### src/rtl/hazard_tracker.sv
// Stall and forwarding control for the 5-stage MIPS pipeline, driven by a shadow E/M/W slot pipeline.
// Optional macro HAZARD_TRACKER_STALL_CNT_EN adds a 32-bit stall-cycle counter output.
module hazard_tracker #(
    parameter int AW = 5,
    parameter int TW = 2
) (
    input  logic          clk,
    input  logic          rst_n,
    input  logic [AW-1:0] d_rs,
    input  logic [AW-1:0] d_rt,
    input  logic          h_d1,
    input  logic          h_d2,
    input  logic          h_e1,
    input  logic          h_e2,
    input  logic          h_mu,
    input  logic [AW-1:0] d_wa,
    input  logic [TW-1:0] d_tnew,
    output logic          stall,
    output logic [1:0]    fwd_d_rs,
    output logic [1:0]    fwd_d_rt,
    output logic [1:0]    fwd_e_rs,
    output logic [1:0]    fwd_e_rt,
    output logic          fwd_m_rt
`ifdef HAZARD_TRACKER_STALL_CNT_EN
    ,
    output logic [31:0]   stall_cnt
`endif
);

    logic [AW-1:0] e_wa_q, e_rs_q, e_rt_q, e_wa_d, e_rs_d, e_rt_d;
    logic [TW-1:0] e_tnew_q, e_tnew_d;
    logic          e_rsu_q, e_rtu_q, e_rsu_d, e_rtu_d;
    logic [AW-1:0] m_wa_q, m_rs_q, m_rt_q;
    logic [TW-1:0] m_tnew_q, m_tnew_d;
    logic          m_rsu_q, m_rtu_q;
    logic [AW-1:0] w_wa_q, w_rs_q, w_rt_q;
    logic [TW-1:0] w_tnew_q;

    logic [TW-1:0] rs_tuse, rt_tuse;
    logic          d_rsu, d_rtu, rs_hz, rt_hz;

    // Use flags and W-slot source fields are kept for visibility but feed no decision.
    logic unused_slot_bits;
    assign unused_slot_bits = ^{m_rsu_q, m_rtu_q, w_tnew_q, w_rs_q, w_rt_q};

    assign d_rsu   = h_d1 | h_e1;
    assign d_rtu   = h_d2 | h_e2 | h_mu;
    assign rs_tuse = h_d1 ? TW'(0) : TW'(1);
    assign rt_tuse = h_d2 ? TW'(0) : (h_e2 ? TW'(1) : TW'(2));

    always_comb begin
        rs_hz = d_rsu && (d_rs != '0) &&
                ((d_rs == e_wa_q && e_tnew_q > rs_tuse) ||
                 (d_rs == m_wa_q && m_tnew_q > rs_tuse));
        rt_hz = d_rtu && (d_rt != '0) &&
                ((d_rt == e_wa_q && e_tnew_q > rt_tuse) ||
                 (d_rt == m_wa_q && m_tnew_q > rt_tuse));
        stall = rs_hz | rt_hz;
    end

    // D-stage selects: nearest ready producer wins; W reaches D through the GRF bypass.
    always_comb begin
        fwd_d_rs = 2'd0;
        if (d_rs != '0 && d_rs == e_wa_q && e_tnew_q == '0)      fwd_d_rs = 2'd1;
        else if (d_rs != '0 && d_rs == m_wa_q && m_tnew_q == '0) fwd_d_rs = 2'd2;
        fwd_d_rt = 2'd0;
        if (d_rt != '0 && d_rt == e_wa_q && e_tnew_q == '0)      fwd_d_rt = 2'd1;
        else if (d_rt != '0 && d_rt == m_wa_q && m_tnew_q == '0) fwd_d_rt = 2'd2;
    end

    always_comb begin
        fwd_e_rs = 2'd0;
        if (e_rs_q != '0 && e_rs_q == m_wa_q && m_tnew_q == '0) fwd_e_rs = 2'd1;
        else if (e_rs_q != '0 && e_rs_q == w_wa_q)              fwd_e_rs = 2'd2;
        fwd_e_rt = 2'd0;
        if (e_rt_q != '0 && e_rt_q == m_wa_q && m_tnew_q == '0) fwd_e_rt = 2'd1;
        else if (e_rt_q != '0 && e_rt_q == w_wa_q)              fwd_e_rt = 2'd2;
        fwd_m_rt = (w_wa_q != '0) && (m_rt_q == w_wa_q);
    end

    always_comb begin
        e_wa_d   = stall ? '0 : d_wa;
        e_tnew_d = stall ? '0 : d_tnew;
        e_rs_d   = stall ? '0 : d_rs;
        e_rt_d   = stall ? '0 : d_rt;
        e_rsu_d  = stall ? 1'b0 : d_rsu;
        e_rtu_d  = stall ? 1'b0 : d_rtu;
        m_tnew_d = (e_tnew_q == '0) ? '0 : e_tnew_q - TW'(1);
    end

    always_ff @(posedge clk or negedge rst_n) begin
        if (!rst_n) begin
            e_wa_q <= '0; e_tnew_q <= '0; e_rs_q <= '0; e_rt_q <= '0;
            e_rsu_q <= 1'b0; e_rtu_q <= 1'b0;
            m_wa_q <= '0; m_tnew_q <= '0; m_rs_q <= '0; m_rt_q <= '0;
            m_rsu_q <= 1'b0; m_rtu_q <= 1'b0;
            w_wa_q <= '0; w_tnew_q <= '0; w_rs_q <= '0; w_rt_q <= '0;
        end else begin
            e_wa_q <= e_wa_d; e_tnew_q <= e_tnew_d; e_rs_q <= e_rs_d; e_rt_q <= e_rt_d;
            e_rsu_q <= e_rsu_d; e_rtu_q <= e_rtu_d;
            m_wa_q <= e_wa_q; m_tnew_q <= m_tnew_d; m_rs_q <= e_rs_q; m_rt_q <= e_rt_q;
            m_rsu_q <= e_rsu_q; m_rtu_q <= e_rtu_q;
            w_wa_q <= m_wa_q; w_tnew_q <= '0; w_rs_q <= m_rs_q; w_rt_q <= m_rt_q;
        end
    end

`ifdef HAZARD_TRACKER_STALL_CNT_EN
    logic [31:0] stall_cnt_q;

    always_ff @(posedge clk or negedge rst_n) begin
        if (!rst_n)     stall_cnt_q <= '0;
        else if (stall) stall_cnt_q <= stall_cnt_q + 32'd1;
    end

    assign stall_cnt = stall_cnt_q;
`endif

endmodule

### config.mk
export PLATFORM = sky130hd
export DESIGN_NAME = hazard_tracker
export DESIGN_NICKNAME = d
export VERILOG_FILES = /design/src/rtl/hazard_tracker.sv
export SDC_FILE = /design/constraint.sdc
export NUM_CORES = 1
export LEC_CHECK = 0
export BUFFER_PORTS_ARGS = -buffer_cell sky130_fd_sc_hd__clkbuf_2
export CAP_MARGIN = 40
export CORE_MARGIN = 10
export CORE_UTILIZATION = 45
export CTS_CLUSTER_SIZE = 25
export DETAILED_ROUTE_END_ITERATION = 16
export PLACE_DENSITY = 0.69
export SETUP_SLACK_MARGIN = 0.2
export SKIP_CTS_REPAIR_TIMING = 1
export SLEW_MARGIN = 20
export SYNTH_ARGS = -nofsm -noshare
export SYNTH_HDL_FRONTEND = slang
export SYNTH_SLANG_ARGS = --single-unit
### constraint.sdc
create_clock -name clk -period 2 [get_ports clk]
set_input_delay 0.2 -clock clk [delete_from_list [all_inputs] [get_ports clk]]
set_output_delay 0.2 -clock clk [all_outputs]
set_load 0.01 [all_outputs]
== Yosys cells after proc, flatten, opt, wreduce, memory -nomap -nowiden ==
Cells that the tools add are included.

* Eq/ne operators: 9
* Reduce and logical (&&, ||, !) cells: 32
* Bitwise operators: 4
* Add/subtract/negate cells: 1
* Multiplexer cells: 16
* Magnitude comparators: 4

{| class="wikitable"
|+ Operators with widths
! cell !! number
|-
| $eq 5x5->1 || 9
|-
| $reduce_bool 5->1 || 5
|-
| $mux 2 || 12
|-
| $logic_and 1x1->1 || 23
|-
| $mux 5 || 3
|-
| $gt 2x1->1 || 2
|-
| $gt 2x2->1 || 2
|-
| $logic_not 2->1 || 2
|-
| $or 1x1->1 || 4
|-
| $logic_or 1x1->1 || 2
|-
| $sub 2x1->2 const B || 1
|-
| $mux 1 || 1
|}

* Bits in registers: 34
* Output and inout port bits: 10
* Word-level logic and storage cells: 74
* Input port bits: 24

== Logic depth before layout (Yosys ltp) ==
Gate-level depths: netlist of run 1.

* Word-level depth: 8
* Gate-level depth with buffers: 8
* Depth with buffers taken out: 7

== Worst setup path after synthesis of run 1 ==
OpenSTA, ideal clock, no wires.

* Path type: input to output
* Start point: input h_d2
* End point: output stall
* Required time: 1.800 ns
* Buffers on the path: 1
* Stages on the path: 8
* Arrival: 1.740 ns
* Slack: 0.060 ns
* Path through: or2_2 ha_1 nor2b_1 o211ai_1 nor4_1 nor4_4 buf_6 inv_1

* Word-level cells in the longest chain between the ends: 6

{| class="wikitable"
|+ RTL lines
! what !! RTL line !! RTL
|-
| from (decl) || 12 || <nowiki>input logic h_d2,</nowiki>
|-
| $mux 2 || 49 || <nowiki>assign rt_tuse = h_d2 ? TW'(0) : (h_e2 ? TW'(1) : TW'(2));</nowiki>
|-
| $gt 2x2->1, on equally long branches || 56, 57 ||
|-
| $logic_and 1x1->1, on equally long branches || 56, 57 ||
|-
| $logic_or 1x1->1 || 56 || <nowiki>((d_rt == e_wa_q && e_tnew_q > rt_tuse) ||</nowiki>
|-
| $logic_and 1x1->1 * || 55 || <nowiki>rt_hz = d_rtu && (d_rt != '0) &&</nowiki>
|-
| $or 1x1->1 * || 58 || <nowiki>stall = rs_hz | rt_hz;</nowiki>
|-
| to (decl) || 18 || <nowiki>output logic stall,</nowiki>
|}

Every way passes the cells marked *; elsewhere a longest branch is shown, timed or not.

== Final worst setup path of run 1 ==
* Start point: register m_tnew_q[1]
* End point: output stall

* Word-level cells in the longest chain between the ends: 5

{| class="wikitable"
|+ RTL lines
! what !! RTL line !! RTL
|-
| from (decl) || 34 || <nowiki>logic [TW-1:0] m_tnew_q, m_tnew_d;</nowiki>
|-
| from (signal assigned) || 101 || <nowiki>m_wa_q <= e_wa_q; m_tnew_q <= m_tnew_d; m_rs_q <= e_rs_q; m_rt_q <= e_rt_q;</nowiki>
|-
| $gt 2x1->1 or $gt 2x2->1 (tied branches) || 54, 57 ||
|-
| $logic_and 1x1->1, on equally long branches || 54, 57 ||
|-
| $logic_or 1x1->1, on equally long branches || 53, 56 ||
|-
| $logic_and 1x1->1, on equally long branches || 52, 55 ||
|-
| $or 1x1->1 * || 58 ||
|}

Marked as above.

==> results of run 1 <==
[registers in the layout (all words and copies together) (netlist names)]
signal	cells
e_rs_q	5
m_tnew_q	2
w_wa_q	5
e_wa_q	5
e_tnew_q	2
m_wa_q	5
m_rt_q	5
e_rt_q	5
[through the flow]
stage	std cells	setup slack [ns]	utilization (%)	setup TNS, ns	cell area (sq um)
6_report	281	-0.223	70.9	-0.275	2680
5_1_grt	281	-0.295	70.9	-0.524	2680
4_1_cts	263	-0.236	59.9	-0.590	2260
3_5_place_dp	256	-0.0384	56.9	-0.0384	2140
3_3_place_gp	256	-0.00783	56.9	-0.00783	2140
2_1_floorplan	164	0.161	-	0	1840
[final cells by class]
type                       count  area [sq um]  area share [%]
tap                           48          60.1            2.25
inverter                       4          17.5           0.655
clock inverter                 1          30.0            1.12
timing repair buffer          63           445            16.7
sequential                    34           857            32.0
clock buffer                   6          82.6            3.09
multi-input combinational    125          1180            44.2
[cells in the final DEF (no fill, tap or decap), types with 3 or more instances in the layout]
master	n
nor4_2	5
inv_1	3
and2_4	17
buf_2	7
xnor2_1	25
nor2b_1	3
nor3_2	3
xnor2_2	3
buf_4	24
dfrtp_1	29
o211ai_1	4
xor2_1	15
or4_4	4
clkbuf_2	26
clkbuf_8	6
nand3_1	3
nor4_4	6
dfrtp_2	5
nand2_1	5
ha_1	4
[how the worst min path moves through the flow]
| stage | endpoint | cells after the start |
|---|---|---|
| 2_1_floorplan | e_rs_q[0] | 0 |
| 3_3_place_gp | m_rt_q[2] | 1 |
| 3_5_place_dp | m_rt_q[2] | 1 |
| 4_1_cts | w_wa_q[1] | 1 |
| 5_1_grt | e_wa_q[1] | 2 |
| 6_report | e_wa_q[1] | 2 |
[cells by family after synthesis]
group | Yosys count | synth area share (%)
AO/OA/AOI/OAI | 11 | 4.10
XOR/XNOR | 44 | 21.4
adder cells (fa/ha/maj) | 6 | 4.17
buffers and inverters | 5 | 1.46
flip-flops | 34 | 47.2
AND/OR/NAND/NOR | 64 | 21.7
[routing by layer]
metal  GRT usage, %  share of wire (%)  vias up
li1               -                  -      694
met5              0                  0        -
met4           5.08                3.0        0
met2           20.3                 52       36
met1           13.0                 39      721
met3           4.59                6.2       15
[power by group through the flow]
stage / sequential (mW) / combinational [mW] / clock [mW]
6_report: 0.826 / 0.522 / 0.636
5_1_grt: 0.835 / 0.564 / 0.678
4_1_cts: 0.831 / 0.347 / 0.646
3_5_place_dp: 0.844 / 0.345 / 0
3_3_place_gp: 0.840 / 0.334 / 0
2_1_floorplan: 0.825 / 0.226 / 0
==> out/results.txt, run 1 <==
Critical R2R Launch: m_tnew_q[1]
Layout Skew: 0.00807 ns
Largest net degree at the start of global routing: 35
Crit path DAT: 2.02 ns
CP endpoint kind: output pin
Routability cong.: 0.860
CP required: 1.80 ns
Synth top cells by count: dfrtp_1 (34), xnor2_1 (28), and2_1 (18)
Clock Path Buffers: 2
Number of max-cap violations: 0
Initial antenna violation count: 0
Total number of vias: 1466
Hold Crit Start: d_wa[1]
P_sw: 550 uW
CP bufs+invs: 3
RSZ-0062 raised after global routing: true
CTS root buf: clkbuf_8
Slowest cell on crit path: dfrtp_1
Worst Setup SP: m_tnew_q[1]
Area growth syn-to-layout: 48.5%
Register area share after synthesis: 47.2%
Routed vias/inst: 5.22
Fin Hold WS: 0.134 ns
Die height: 83.3 microns
DRC: 0
Ratio of cells with drive above 1 in the final layout: 53.6%
Placed wire-length estimate: 3.28 mm
Synth Instances: 164
Filler Cell Count: 258
Leading cell type by number of instances after synthesis: dfrtp_1
Reg power frac: 41.6%
Die area: 6930 sq um
Worst rel slew slack: 69.6%
Dominant synthesized flop cell: dfrtp_1
Leak: 1.17 nW
R2R Setup Slk: 0.06 ns
H-tree Lvls: 2
CP peak stage delay: 0.42 ns
Row count: 22
Reg2Reg Depth: 8
Remaining antenna violation count after routing: 0
Hold Crit Class: input port to flop
Kind of critical path: flop to output pin
Reg2reg end: e_rt_q[0]
Power Dens Cells: 742 nW/um^2
CTS tree: yes
FF+latch count, synth: 34
Cell count along the critical path: 8
Failing checks: negative setup slack
Post-Syn Area per Cell: 11.0 sq um
Crit path max fanout: 3
Net Count, Synth: 194
Post-synth EDFFs: 0
Status: finished, violations left
Grt total ovfl: 0
Detailed Routing Iterations Pass 1: 4
Synth Cell Area: 1800 sq um
Setup-failing EPs final: 2
Final min period: 2.22 ns
Vias in the first global route: 1495
Slew @ Worst Pin: 0.456 ns
YS warnings: 0
Gate power share: 26.3%
Pwr Total: 1.98 mW
Total CTS buffers: 5
DR iter-0 viols: 62
Internal power: 1.43 mW
Crit path to: stall
Asr flop ratio synth: 100%
Final slew viol count: 0
Final hold viol count: 0
Setup ws final: -0.223 ns
Clk Latency, worst-skew pair: 0.29 ns
Largest area contributor in the netlist: dfrtp_1
Worst setup SP type: flop
Top cells by area, synth: dfrtp_1 (47%), xnor2_1 (14%), xor2_1 (7.8%)
Area share of the leading cell type in the synthesized netlist: 47.2%
Buffers on Ports: 33
Kind of cell adding the most delay to the critical path: simple AND/OR/NAND/NOR gates
Clock sinks: 34
Period utilization: 111%
Ant. Diodes: 0
Peak supply drop: 0.635 mV
Nets: 263
Core area: 3770 sq um
WL/cell: 16.9 microns
Die extent in x: 83.3 microns
Global-route wire length before repair: 6.88 mm
IO Pins: 34
Switch share: 27.7%
Drt total wl: 4.74 mm
Tot GR Track Use: 12.0%
Initial Utilization: 47.8%
Fmax: 0.450 GHz
Netlist cell types: 25
Critical-path cell list: ha_4, nor2b_4, o211ai_1, nor4_2, nor4_4, buf_4, inv_4, clkbuf_2
Worst-path clk slew: 0.06 ns
Clock power share: 32.1%
Power figures use the tool's default switching activity.
==> run 2: changes to the inputs <==
--- a/config.mk
+++ b/config.mk
@@ -8,10 +8,10 @@
 export BUFFER_PORTS_ARGS = -buffer_cell sky130_fd_sc_hd__clkbuf_2
 export CAP_MARGIN = 40
 export CORE_MARGIN = 10
-export CORE_UTILIZATION = 45
+export CORE_UTILIZATION = 25
 export CTS_CLUSTER_SIZE = 25
 export DETAILED_ROUTE_END_ITERATION = 16
-export PLACE_DENSITY = 0.69
+export PLACE_DENSITY = 0.41
 export SETUP_SLACK_MARGIN = 0.2
 export SKIP_CTS_REPAIR_TIMING = 1
 export SLEW_MARGIN = 20
==> constraint.sdc (replaced) <==
create_clock -name clk -period 2.3 [get_ports clk]
set_input_delay 0.23 -clock clk [delete_from_list [all_inputs] [get_ports clk]]
set_output_delay 0.23 -clock clk [all_outputs]
set_load 0.01 [all_outputs]
==> run 2 against run 1 <==
The run now ends clean. Hold slack improved by 0.023 ns. Via count shrank 6.8%. Cell count grew 13%. First-iteration DRC count down 42%. Worst setup slack gained 0.37 ns. Total power down 25%. Sequential power is 12% lower. Die area rose by 59%. Flip-flop and latch count did not move. Global-route usage is 3.5 points lower. Wire length down 1.8%. Non-clock buffer count decreased by 10.
==> out/results.txt, run 2 (synthesized netlist as in run 1, its figures left out) <==
IO Pins: 34
Ant. Diodes: 0
Setup-failing EPs final: 0
Kind of critical path: flop to output pin
Buffers on Ports: 33
Hold endpoint: e_wa_q[0]
Row count: 30
Hold Crit Start: d_wa[0]
Layout Skew: 0.00587 ns
CP endpoint kind: output pin
RSZ-0062 raised after global routing: true
Setup TNS: 0 ns
DR iter-0 viols: 36
Die height: 105 microns
Detailed Routing Iterations Pass 1: 4
Nets: 253
Switch share: 28.3%
Leak: 1.02 nW
Final hold viol count: 0
Number of max-cap violations: 0
Area growth syn-to-layout: 34.3%
Vias in the first global route: 1509
WL/cell: 14.6 microns
Commonest non-fill, non-tap cell in the layout: clkbuf_2
Grt total ovfl: 0
Crit path max fanout: 3
Slew @ Worst Pin: 0.447 ns
Clock sinks: 34
Placed wire-length estimate: 3.62 mm
Die area: 11000 sq um
CTS tree: yes
Final Non-Filler Cells: 318
Initial antenna violation count: 0
H-tree Lvls: 2
Ratio of cells with drive above 1 in the final layout: 36.9%
Inst Count DP: 296
Clock Path Buffers: 2
Die extent in x: 105 microns
Reg power frac: 48.6%
DRC: 0
Reg2Reg Depth: 8
Peak supply drop: 0.298 mV
Total CTS buffers: 5
Routed vias/inst: 4.30
Filler Cell Count: 740
Largest net degree at the start of global routing: 22
R2R Setup Slk: 0.39 ns
P_sw: 423 uW
Drt total wl: 4.66 mm
Worst-path clk slew: 0.06 ns
Critical R2R Launch: m_tnew_q[1]
Internal power: 1.07 mW
Final slew viol count: 0
Total number of vias: 1367
Hold depth: 2
Tot GR Track Use: 8.50%
Remaining antenna violation count after routing: 0
Final min period: 2.15 ns
Global-route wire length before repair: 7.59 mm
Reg2reg end: e_rs_q[2]
Crit path DAT: 1.92 ns
Clock power share: 28.6%
Worst rel slew slack: 69.9%
Worst setup SP type: flop
Hold Crit Class: input port to flop
Status: completed
Fmax: 0.464 GHz
Power Dens Cells: 619 nW/um^2
Core area: 6910 sq um
CP required: 2.07 ns
Routability cong.: 0.757
Period utilization: 93.7%
Initial Utilization: 26.1%
CTS root buf: clkbuf_8
Gate power share: 22.8%
Clk Latency, worst-skew pair: 0.28 ns
Most frequent cells in the layout: clkbuf_2 (30), xnor2_1 (28), dfrtp_1 (26), and2_1 (18), buf_4 (18)
==> run 2: cell count changes in the layout (fill, tap and decap cells not counted), moves of 4 or more <==
cell / previous run / this run
and2_1: 1 / 18
and2_4: 17 / 0
buf_4: 24 / 18
nor4_1: 1 / 7
buf_2: 7 / 2
nor4_4: 6 / 1
clkbuf_2: 26 / 30
==> run 2: power by group through the flow <==
stage	clock network, mW	logic, mW	registers, mW
6_report	0.428	0.342	0.728
4_1_cts	0.445	0.281	0.730
3_3_place_gp	0	0.273	0.741
5_1_grt	0.469	0.382	0.737
2_1_floorplan	0	0.188	0.716
3_5_place_dp	0	0.279	0.741
==> run 2: final cells by class <==
class / count / area, sq um / area share (%)
well taps: 96 / 120 / 4.96
inverters: 4 / 15.0 / 0.620
multi-input cells: 125 / 997 / 41.2
clock buffers: 6 / 82.6 / 3.41
flip-flops and latches: 34 / 861 / 35.6
repair buffers: 53 / 344 / 14.2
==> run 2: worst max path at each step <==
stage | start | to | slack [ns] | depth (start not counted)
finish | m_tnew_q[1] | stall | 0.15 | 7
global route | m_tnew_q[1] | stall | 0.07 | 7
CTS | e_tnew_q[1] | stall | 0.002 | 7
detailed placement | h_d2 | stall | 0.16 | 9
global placement | h_d2 | stall | 0.19 | 9
floorplan | h_d2 | stall | 0.30 | 8
==> run 2: layer usage <==
metal / GRT usage, % / vias up / wire, microns
li1: - / 678 / -
met1: 9.83 / 657 / 2070
met2: 14.4 / 26 / 2320
met3: 3.13 / 6 / 229
met4: 2.35 / 0 / 29
met5: 0 / - / 0
==> run 2: through the flow <==
stage	hold slack, ns	worst slack, ns	power [mW]	util, %	cell area (sq um)
floorplan	-0.0656	0.300	0.905	-	1800
global placement	0.381	0.190	1.01	30.4	2100
detailed placement	0.179	0.158	1.02	30.8	2130
CTS	-0.125	0.00228	1.46	32.0	2210
global route	0.163	0.0702	1.59	35.0	2420
finish	0.156	0.145	1.50	35.0	2420
==> run 2: critical path, cell delays in order (launching register included) <==
cell and delay [ns]:
dfrtp_1 0.41, ha_4 0.22, nor2b_4 0.12, o211ai_1 0.20, nor4_2 0.09, nor4_4 0.37
inv_1 0.10, buf_6 0.13
